File: config.mk
export PLATFORM = sky130hd
export DESIGN_NAME = tri_st_mult_seq
export DESIGN_NICKNAME = d
export VERILOG_FILES = /design/src/rtl/tri_st_mult_seq_pkg.sv /design/src/rtl/tri_st_mult_boothrow.sv /design/src/rtl/tri_st_mult_bthenc.sv /design/src/rtl/tri_st_mult_seq.sv
export SDC_FILE = /design/constraint.sdc
export NUM_CORES = 1
export LEC_CHECK = 0
export CAP_MARGIN = 20
export CORE_MARGIN = 2
export CORE_UTILIZATION = 35
export DETAILED_ROUTE_END_ITERATION = 8
export PLACE_DENSITY = 0.56
export RECOVER_POWER = 25
export SYNTH_ARGS = -nofsm -noshare
export SYNTH_HDL_FRONTEND = slang
export SYNTH_SLANG_ARGS = --single-unit
export TNS_END_PERCENT = 1
File: constraint.sdc
create_clock -name clk -period 13.75 [get_ports clk]
set_clock_uncertainty 0.15 [all_clocks]
set_input_delay 3.4375 -clock clk [delete_from_list [all_inputs] [get_ports clk]]
set_output_delay 3.4375 -clock clk [all_outputs]
set_load 0.005 [all_outputs]
File: src/rtl/tri_st_mult_seq_pkg.sv
// Shared constants and FSM encoding for the iterative radix-4 Booth multiply sequencer.
package tri_st_mult_seq_pkg;

  localparam int NDIG = 17;
  localparam int CNTW = 5;

  typedef enum logic [1:0] {
    ST_IDLE = 2'b00,
    ST_BUSY = 2'b01,
    ST_DONE = 2'b10
  } state_t;

endpackage

File: src/rtl/tri_st_mult_boothrow.sv
// One Booth partial-product row: selects 0, x or 2x of the sign-extended multiplicand,
// one's-complemented when negative; the +1 of the two's complement leaves as o_hot_one.
module tri_st_mult_boothrow (
  input  logic [31:0] i_x,
  input  logic        i_sgn_adj,
  input  logic        i_s_neg,
  input  logic        i_s_x,
  input  logic        i_s_x2,
  output logic [33:0] o_q,
  output logic        o_hot_one
);

  logic [32:0] w_xe;
  logic [33:0] w_sel;

  assign w_xe = {i_sgn_adj, i_x};

  // top bit keeps 2x exact when the multiplicand is a full 32-bit unsigned value
  always_comb begin
    w_sel = '0;
    if (i_s_x) begin
      w_sel = {w_xe[32], w_xe};
    end else if (i_s_x2) begin
      w_sel = {w_xe, 1'b0};
    end
  end

  assign o_q       = i_s_neg ? ~w_sel : w_sel;
  assign o_hot_one = i_s_neg;

endmodule

File: src/rtl/tri_st_mult_bthenc.sv
// Radix-4 Booth digit encoder: multiplier triplet (y2,y1,y0) to row selects.
module tri_st_mult_bthenc (
  input  logic [2:0] i_trip,
  output logic       o_s_neg,
  output logic       o_s_x,
  output logic       o_s_x2
);

  logic w_y2, w_y1, w_y0;

  assign {w_y2, w_y1, w_y0} = i_trip;

  assign o_s_x   = w_y1 ^ w_y0;
  assign o_s_x2  = (w_y2 & ~w_y1 & ~w_y0) | (~w_y2 & w_y1 & w_y0);
  // digit 111 is -0: keep it a plain zero row so no hot one is injected
  assign o_s_neg = w_y2 & ~(w_y1 & w_y0);

endmodule

File: src/rtl/tri_st_mult_seq.sv
// Iterative 32x32->64 radix-4 Booth multiplier: one row reused over 17 cycles,
// valid/ready request in, valid/ready result out, kill flushes any operation.
module tri_st_mult_seq
  import tri_st_mult_seq_pkg::*;
(
  input  logic        clk,
  input  logic        rst,
  input  logic        req_val,
  output logic        req_rdy,
  input  logic        req_sgn,
  input  logic [0:31] req_a,
  input  logic [0:31] req_b,
  input  logic        kill,
  output logic        out_val,
  input  logic        out_rdy,
  output logic [0:63] out_prod,
  output logic        out_ovf
);

  state_t          r_state, w_state_next;
  logic [CNTW-1:0] r_cnt;
  logic [34:0]     r_mplr;
  logic [31:0]     r_a;
  logic            r_sadj, r_sgn;
  logic [34:0]     r_hi;
  logic [31:0]     r_lo;
  logic [63:0]     r_prod;
  logic            r_ovf;

  logic        w_accept, w_step, w_last, w_ext;
  logic [31:0] w_b;
  logic        w_s_neg, w_s_x, w_s_x2, w_hot;
  logic [33:0] w_q;
  logic [34:0] w_sum;
  logic [63:0] w_prod_final;
  logic [32:0] w_prod_top;
  logic        w_ovf_final;

  assign req_rdy  = ((r_state == ST_IDLE) | ((r_state == ST_DONE) & out_rdy)) & ~kill;
  assign w_accept = req_val & req_rdy;
  assign w_step   = (r_state == ST_BUSY) & ~kill;
  assign w_last   = (r_cnt == CNTW'(NDIG - 1));
  assign w_b      = req_b;
  assign w_ext    = req_sgn & w_b[31];

  tri_st_mult_bthenc u_enc (
    .i_trip  (r_mplr[2:0]),
    .o_s_neg (w_s_neg),
    .o_s_x   (w_s_x),
    .o_s_x2  (w_s_x2)
  );

  tri_st_mult_boothrow u_row (
    .i_x       (r_a),
    .i_sgn_adj (r_sadj),
    .i_s_neg   (w_s_neg),
    .i_s_x     (w_s_x),
    .i_s_x2    (w_s_x2),
    .o_q       (w_q),
    .o_hot_one (w_hot)
  );

  assign w_sum        = r_hi + {w_q[33], w_q} + {34'd0, w_hot};
  // the last digit is not shifted, so lo has received exactly 32 bits by then
  assign w_prod_final = {w_sum[31:0], r_lo};
  assign w_prod_top   = w_prod_final[63:31];
  assign w_ovf_final  = r_sgn & ~((&w_prod_top) | ~(|w_prod_top));

  always_ff @(posedge clk) begin
    if (rst) begin
      r_state <= ST_IDLE;
    end else begin
      r_state <= w_state_next;
    end
  end

  always_comb begin
    w_state_next = r_state;
    case (r_state)
      ST_IDLE: if (w_accept) w_state_next = ST_BUSY;
      ST_BUSY: if (w_last) w_state_next = ST_DONE;
      ST_DONE: begin
        if (w_accept) w_state_next = ST_BUSY;
        else if (out_rdy) w_state_next = ST_IDLE;
      end
      default: w_state_next = ST_IDLE;
    endcase
    if (kill) w_state_next = ST_IDLE;
  end

  always_ff @(posedge clk) begin
    if (rst) begin
      r_cnt  <= '0;
      r_mplr <= '0;
      r_a    <= '0;
      r_sadj <= 1'b0;
      r_sgn  <= 1'b0;
      r_hi   <= '0;
      r_lo   <= '0;
      r_prod <= '0;
      r_ovf  <= 1'b0;
    end else if (w_accept) begin
      r_cnt  <= '0;
      r_hi   <= '0;
      r_lo   <= '0;
      r_a    <= req_a;
      r_sadj <= req_sgn & req_a[0];
      r_sgn  <= req_sgn;
      r_mplr <= {w_ext, w_ext, w_b, 1'b0};
    end else if (w_step) begin
      r_cnt  <= r_cnt + CNTW'(1);
      r_mplr <= {2'b00, r_mplr[34:2]};
      if (w_last) begin
        r_hi   <= w_sum;
        r_prod <= w_prod_final;
        r_ovf  <= w_ovf_final;
      end else begin
        r_hi <= {{2{w_sum[34]}}, w_sum[34:2]};
        r_lo <= {w_sum[1:0], r_lo[31:2]};
      end
    end
  end

  assign out_val  = (r_state == ST_DONE);
  assign out_prod = r_prod;
  assign out_ovf  = r_ovf;

endmodule

==> key figures, run 1 <==
Status
  • Outcome: complete, but fails checks
  • Failing checks: capacitance limit, slew limit

Global route
  • Largest net degree at the start of global routing: 75
  • First-pass GRT wire length: 49,200 um
  • Number of global-route vias before repair: 9,387
  • Gr usage total: 18.0%
  • Residual overflow from global routing: 0
  • Number of antenna violations at the first check in global routing: 1

Timing
  • Finish-stage setup viols: 0
  • Rel. slew slack: -120%
  • Fin crit share: 61.6%
  • Tmin final: 8.47 ns
  • Fin. max-slew vios: 139
  • FMAX: 118 MHz
  • Setup_tns: 0 ns
  • RSZ-0062 raised after global routing: no
  • Actual slew at the worst max-slew pin: 3.30 ns
  • Worst setup margin: 5.28 ns
  • Final Hold Viols: 0

Yosys
  • Mean Syn Cell Area: 7.64 um^2
  • Mapped Cells: 1,418
  • Post-synthesis cell area: 10,800 um^2
  • Synth top area cells: dfxtp_1, nand2_1, a21oi_1
  • Synthesis Warnings: 0
  • Number of flops mapped to enable cells by yosys: 0
  • #FFs+latches synth: 207
  • Synthesized Nets: 1,527
  • Yosys top cell area share: 38.3%
  • Post-synthesis async set-or-reset flop share: 0%
  • Area leader, netlist: dfxtp_1
  • Distinct cell type count after synthesis: 69
  • Top FF cell, synth: dfxtp_1
  • Seq/Total Area, Yosys: 38.3%

Detailed routing
  • Vias/cell: 5.20
  • Avg WL per Cell: 15.8 um
  • Vias: 9,949
  • Residual DRC: 0
  • DR pass1 iterations: 5
  • Drt total wl: 30,200 um
  • Drt initial violations: 696
  • Post-DRT Antenna Nets: 0

Worst setup path
  • Setup crit start kind: input port
  • Most frequent CP cell: clkdlybuf4s50_1
  • FF-to-FF Start: r_mplr[0]
  • Worst Setup Path Type: in2out
  • Crit path launch: kill
  • Crit-path max cell delay: 0.57 ns
  • WP data arrival: 4.88 ns
  • Slack of the worst reg-to-reg path: 8.52 ns
  • Critical Path RT: 10.16 ns
  • Crit end category: output port
  • CP endpoint: req_rdy
  • Worst path slowest cell: clkdlybuf4s50_1
  • R2R depth: 16
  • Worst-path fanout max: 5
  • Reg-to-reg endpoint: out_ovf
  • Worst path cell trace: clkdlybuf4s50_1 > a211oi_1 > clkdlybuf4s50_1

Power
  • Worst VDD drop: 75.0 uV
  • PwrDens: 107 nW/um^2
  • Leak: 4.98 nW

Layout
  • Post-Layout Cell Count: 1,912
  • # diodes: 0
  • Post-route cell area: 13,300 um^2
  • Area Overhead vs Synth: 22.5%
  • Layout Utilization: 43.5%
  • Share of cells above drive strength 1: 5.21%
  • Fin nets: 1,607

Placed design
  • Pre-CTS setup slack: 5.29 ns
  • Port Buf Inserts: 136
  • GP Congestion: 0.866
  • HPWL Detailed: 21,100 um
  • Post-place instance area: 12,500 um^2
  • Post-Place Cells: 1,868

CTS
  • Resize count post-CTS: 0
  • Clock-pin slew on the worst setup and hold paths: 0.06 ns
  • Clock Tree Buf Depth: 3
  • # hold bufs at CTS: 0
  • Clock Sinks: 207
  • Root Driver: clkbuf_16
  • Clock Latency Late Sink: 0.54 ns
  • CTS tree: yes
  • Cts bufs inserted: 24
  • Post-CTS Setup Repair Bufs: 0
  • Htree depth: 1

Floorplan
  • Initial core utilization: 35.5%
  • Die W: 180 um
  • Core area: 30,500 um^2
  • Row count: 64
  • IO Pins: 137
  • Area of the die: 32,400 um^2
  • Die Span Y: 180 um

Min path
  • Tightest Hold Check Type: reg2reg
  • Hold Crit Depth: 2

Flow run
  • Max-Cap Viols: 2
[power by group]
part | internal [W] | switching, W
logic | 0.0000548 | 0.0000831
clock network | 0.000396 | 0.000262
registers | 0.000611 | 0.00000746
total | 0.00106 | 0.000352
[placed cells by master, fill, tap and decap left out, types with 4 or more instances in the layout]
master / netlist / routed
buf_4: 0 / 16
mux2i_1: 37 / 37
ha_1: 38 / 38
a22oi_1: 33 / 33
dlygate4sd3_1: 0 / 65
nand3_1: 14 / 14
clkinv_2: 0 / 4
clkbuf_1: 87 / 10
nor2_1: 121 / 118
nand2_1: 346 / 345
nor3_1: 25 / 24
a311oi_1: 14 / 14
xnor2_1: 19 / 19
xor2_1: 47 / 47
and3_1: 5 / 5
or3_1: 5 / 5
nand2b_1: 7 / 6
o21bai_1: 5 / 5
clkdlybuf4s50_1: 0 / 70
inv_1: 7 / 7
a31oi_1: 8 / 8
nor4_1: 7 / 7
nor2b_1: 6 / 6
a21oi_1: 208 / 208
clkbuf_16: 0 / 24
nand4_1: 17 / 17
a21o_1: 16 / 16
dfxtp_1: 207 / 207
and2_1: 7 / 6
o21ai_1: 4 / 4
o21ai_0: 34 / 34
o211ai_1: 13 / 13
a211oi_1: 13 / 13
[critical path: cells and delay by family]
kind	cells	cell delay (ns)
AO/OA/AOI/OAI	1	0.38
buffers and inverters	2	1.06
[per-layer routing]
layer	track usage [%]	part of all wire [%]	wire, um	vias up
met5	0	0	0	-
met4	4.42	1.6	490	0
met3	2.82	5.8	1750	38
met2	27.4	43	12800	258
met1	26.5	50	15100	4567
li1	-	-	-	5086
[stage by stage]
stage	power, W	hold slack (ns)
2_1_floorplan	0.000719	0.282
5_1_grt	0.00148	0.314
6_report	0.00141	0.301
4_1_cts	0.00144	0.304
3_5_place_dp	0.000769	0.296
3_3_place_gp	0.000769	0.292
[cell families (layout without fill, tap and decap cells)]
logic type	Yosys count	in the layout	synth area share [%]
AO/OA/AOI/OAI	377	377	21.2
XOR/XNOR	67	67	5.49
adder cells (fa/ha/maj)	39	39	4.57
buffers and inverters	107	205	3.90
flip-flops	207	207	38.3
multiplexers	38	38	3.63
AND/OR/NAND/NOR	583	583	22.9
[area by class of cell]
type,count,area (um^2)
inverters,8,30.0
flip-flops and latches,207,4140
clock buffers,35,672
repair buffers,153,1480
well taps,396,495
clock inverters,9,135
fillers,3170,17200
multi-input cells,1104,6310
[sequential cells by signal, summed over array words and instances (netlist names), 2 cells and up]
name and count:
r_mplr 34, r_lo 32, r_state 2, r_a 32
r_cnt 5, out_prod 64, r_hi 35
[worst min-delay path by stage]
stage | to | startpoint | slack [ns]
6_report | out_prod[62] | r_lo[1] | 0.30
5_1_grt | out_prod[32] | out_prod[32] | 0.31
4_1_cts | r_mplr[6] | r_mplr[6] | 0.30
3_5_place_dp | r_mplr[6] | r_mplr[6] | 0.30
3_3_place_gp | r_mplr[15] | r_mplr[15] | 0.29
2_1_floorplan | out_prod[62] | r_lo[1] | 0.28
[synthesized netlist by cell type, drive strengths merged (12+ instances only)]
| master | n |
|---|---|
| mux2i | 38 |
| o211ai | 13 |
| ha | 38 |
| o21ai | 38 |
| nand3 | 14 |
| nand4 | 17 |
| xnor2 | 20 |
| nor2 | 121 |
| dfxtp | 207 |
| a22oi | 33 |
| nand2 | 347 |
| a311oi | 14 |
| buf | 12 |
| xor2 | 47 |
| a21oi | 209 |
| a211oi | 14 |
| a21o | 16 |
| nor3 | 25 |
| clkbuf | 87 |
(Power assumes the default switching activity.)
==> run 2, diff against run 1 <==
Settings changed: PLACE_DENSITY 0.56 to 0.58.
Clock period 13.75 ns to 7.74 ns, I/O delays scaled along.
==> key figures, run 2 (synthesis gave the netlist of run 1 again) <==
Worst setup path
  • Critical Path RT: 7.95 ns (-2.21 ns)
  • Worst path cell trace: buf_4 > clkbuf_1 > nor2_1 > o21ai_0 > a21oi_1
  • Worst path slowest cell: clkbuf_1
  • Crit-path max cell delay: 2.44 ns (+1.87 ns)
  • Worst path top cell family by delay: buffers and inverters
  • CP bufs+invs: 2 (unchanged)
  • Worst Setup Path Type: in2reg
  • WP data arrival: 5.85 ns (+0.97 ns)
  • Setup crit start kind: input port
  • Worst-path fanout max: 74 (+69)
  • Crit end category: flop

Detailed routing
  • Drt total wl: 30,900 um (+2.4%)
  • Avg WL per Cell: 16.2 um (+2.8%)
  • Vias: 10,000 (+0.53%)
  • DR pass1 iterations: 5 (unchanged)
  • Vias/cell: 5.25 (+0.96%)
  • Drt initial violations: 710 (+2.0%)
  • Post-DRT Antenna Nets: 0 (unchanged)
  • Residual DRC: 0 (unchanged)

Timing
  • Final hold slack: 0.299 ns (-0.00128 ns)
  • Setup_tns: 0 ns (unchanged)
  • Final Hold Viols: 0 (unchanged)
  • RSZ-0062 raised after global routing: no
  • Fin crit share: 72.8%
  • Worst setup margin: 2.10 ns (-3.18 ns)
  • Fin. max-slew vios: 75 (-46%)
  • Finish-stage setup viols: 0 (unchanged)
  • Tmin final: 5.64 ns
  • Rel. slew slack: -127% (-7.1 points)
  • Actual slew at the worst max-slew pin: 3.41 ns (+0.107 ns)
  • FMAX: 177 MHz

Placed design
  • GP Congestion: 0.900 (+3.8%)
  • Pre-CTS setup slack: 2.24 ns (-3.05 ns)
  • HPWL Detailed: 21,600 um (+2.4%)
  • Post-place instance area: 12,500 um^2 (unchanged)
  • Port Buf Inserts: 136 (unchanged)

Power
  • PwrDens: 181 nW/um^2 (+70%)
  • Leak: 4.93 nW (-1.0%)
  • Worst VDD drop: 130 uV (+74%)

Layout
  • Fillers: 3,192 (+0.69%)
  • Layout Utilization: 43.1% (-0.34 points)
  • Share of cells above drive strength 1: 4.91% (-0.30 points)
  • Fin nets: 1,606 (-0.062%)
  • Max reg flops: 64 (unchanged)
  • Most common cell after layout, fill and taps aside: nand2_1
  • Area Overhead vs Synth: 21.5%
  • # diodes: 0 (unchanged)
  • Post-route cell area: 13,200 um^2 (-0.77%)
  • Most frequent cells in the layout: nand2_1, a21oi_1, dfxtp_1

Global route
  • Residual overflow from global routing: 0 (unchanged)
  • Largest net degree at the start of global routing: 75 (unchanged)
  • Number of antenna violations at the first check in global routing: 1 (unchanged)
  • Gr usage total: 18.6% (+0.60 points)
  • First-pass GRT wire length: 50,700 um (+3.2%)
  • Number of global-route vias before repair: 9,647 (+2.8%)

CTS
  • # hold bufs at CTS: 0 (unchanged)
  • Clock Sinks: 207 (unchanged)
  • Resize count post-CTS: 0 (unchanged)
  • Clock Tree Buf Depth: 3 (unchanged)
  • Clock Latency Late Sink: 0.52 ns (-0.02 ns)
  • Root Driver: clkbuf_16
  • Htree depth: 1 (unchanged)
  • CTS tree: yes
  • Cts bufs inserted: 23 (-4.2%)
  • Post-CTS Setup Repair Bufs: 0 (unchanged)
  • Clock-pin slew on the worst setup and hold paths: 0.06 ns (about the same)

Floorplan
  • IO Pins: 137 (unchanged)
  • Die Span Y: 180 um (unchanged)
  • Area of the die: 32,400 um^2 (unchanged)
  • Die W: 180 um (unchanged)
  • Initial core utilization: 35.5% (unchanged)
  • Row count: 64 (unchanged)
  • Core area: 30,500 um^2 (unchanged)

Flow run
  • Max-Cap Viols: 1 (-1)

Status
  • Outcome: complete, but fails checks
  • Failing checks: capacitance limit, slew limit

Min path
  • Tightest Hold Check Type: reg2reg
==> run 2: cell type report <==
cell class                      instances  area, um^2  share of cell area, %
Clock buffer                           33         653                   4.96
Inverter                                8        30.0                  0.228
Tap cell                              396         495                   3.76
Multi-Input combinational cell       1104        6310                   47.9
Timing Repair Buffer                  153        1480                   11.3
Sequential cell                       207        4140                   31.5
Clock inverter                          3        47.5                  0.361
==> run 2: final timing paths <==
| kind | endpoint | cells past startpoint | start | slack [ns] |
|---|---|---|---|---|
| max | r_hi[27] | 5 | rst | 2.10 |
| max reg2reg | out_ovf | 16 | r_mplr[0] | 2.52 |
| min | out_prod[45] | 2 | out_prod[45] | 0.30 |
| min reg2reg | out_prod[45] | 2 | out_prod[45] | 0.30 |
==> run 2: per-stage QoR <==
step	cells	total power (W)
after floorplan	1418	0.00128
after global placement	1868	0.00136
after detailed placement	1868	0.00137
after CTS	1904	0.00242
after global routing	1904	0.00249
final	1904	0.00239
==> run 2: metal layers <==
| layer | vias up | wire [um] | track usage [%] |
|---|---|---|---|
| met4 | 2 | 598 | 4.42 |
| met5 | - | 13 | 0 |
| met1 | 4599 | 15300 | 27.3 |
| li1 | 5073 | - | - |
| met2 | 288 | 13100 | 28.7 |
| met3 | 40 | 1810 | 2.76 |
==> run 2: worst min-delay path: stages, from the launching register on <==
cell     delay (ns)
dfxtp_1        0.30
nand2_1        0.05
a21oi_1        0.05
==> run 2: power by group <==
group | switching (W) | internal, W
Sequential | 0.0000132 | 0.00109
Clock | 0.000431 | 0.000614
Combinational | 0.000147 | 0.0000974
Total | 0.000591 | 0.00180
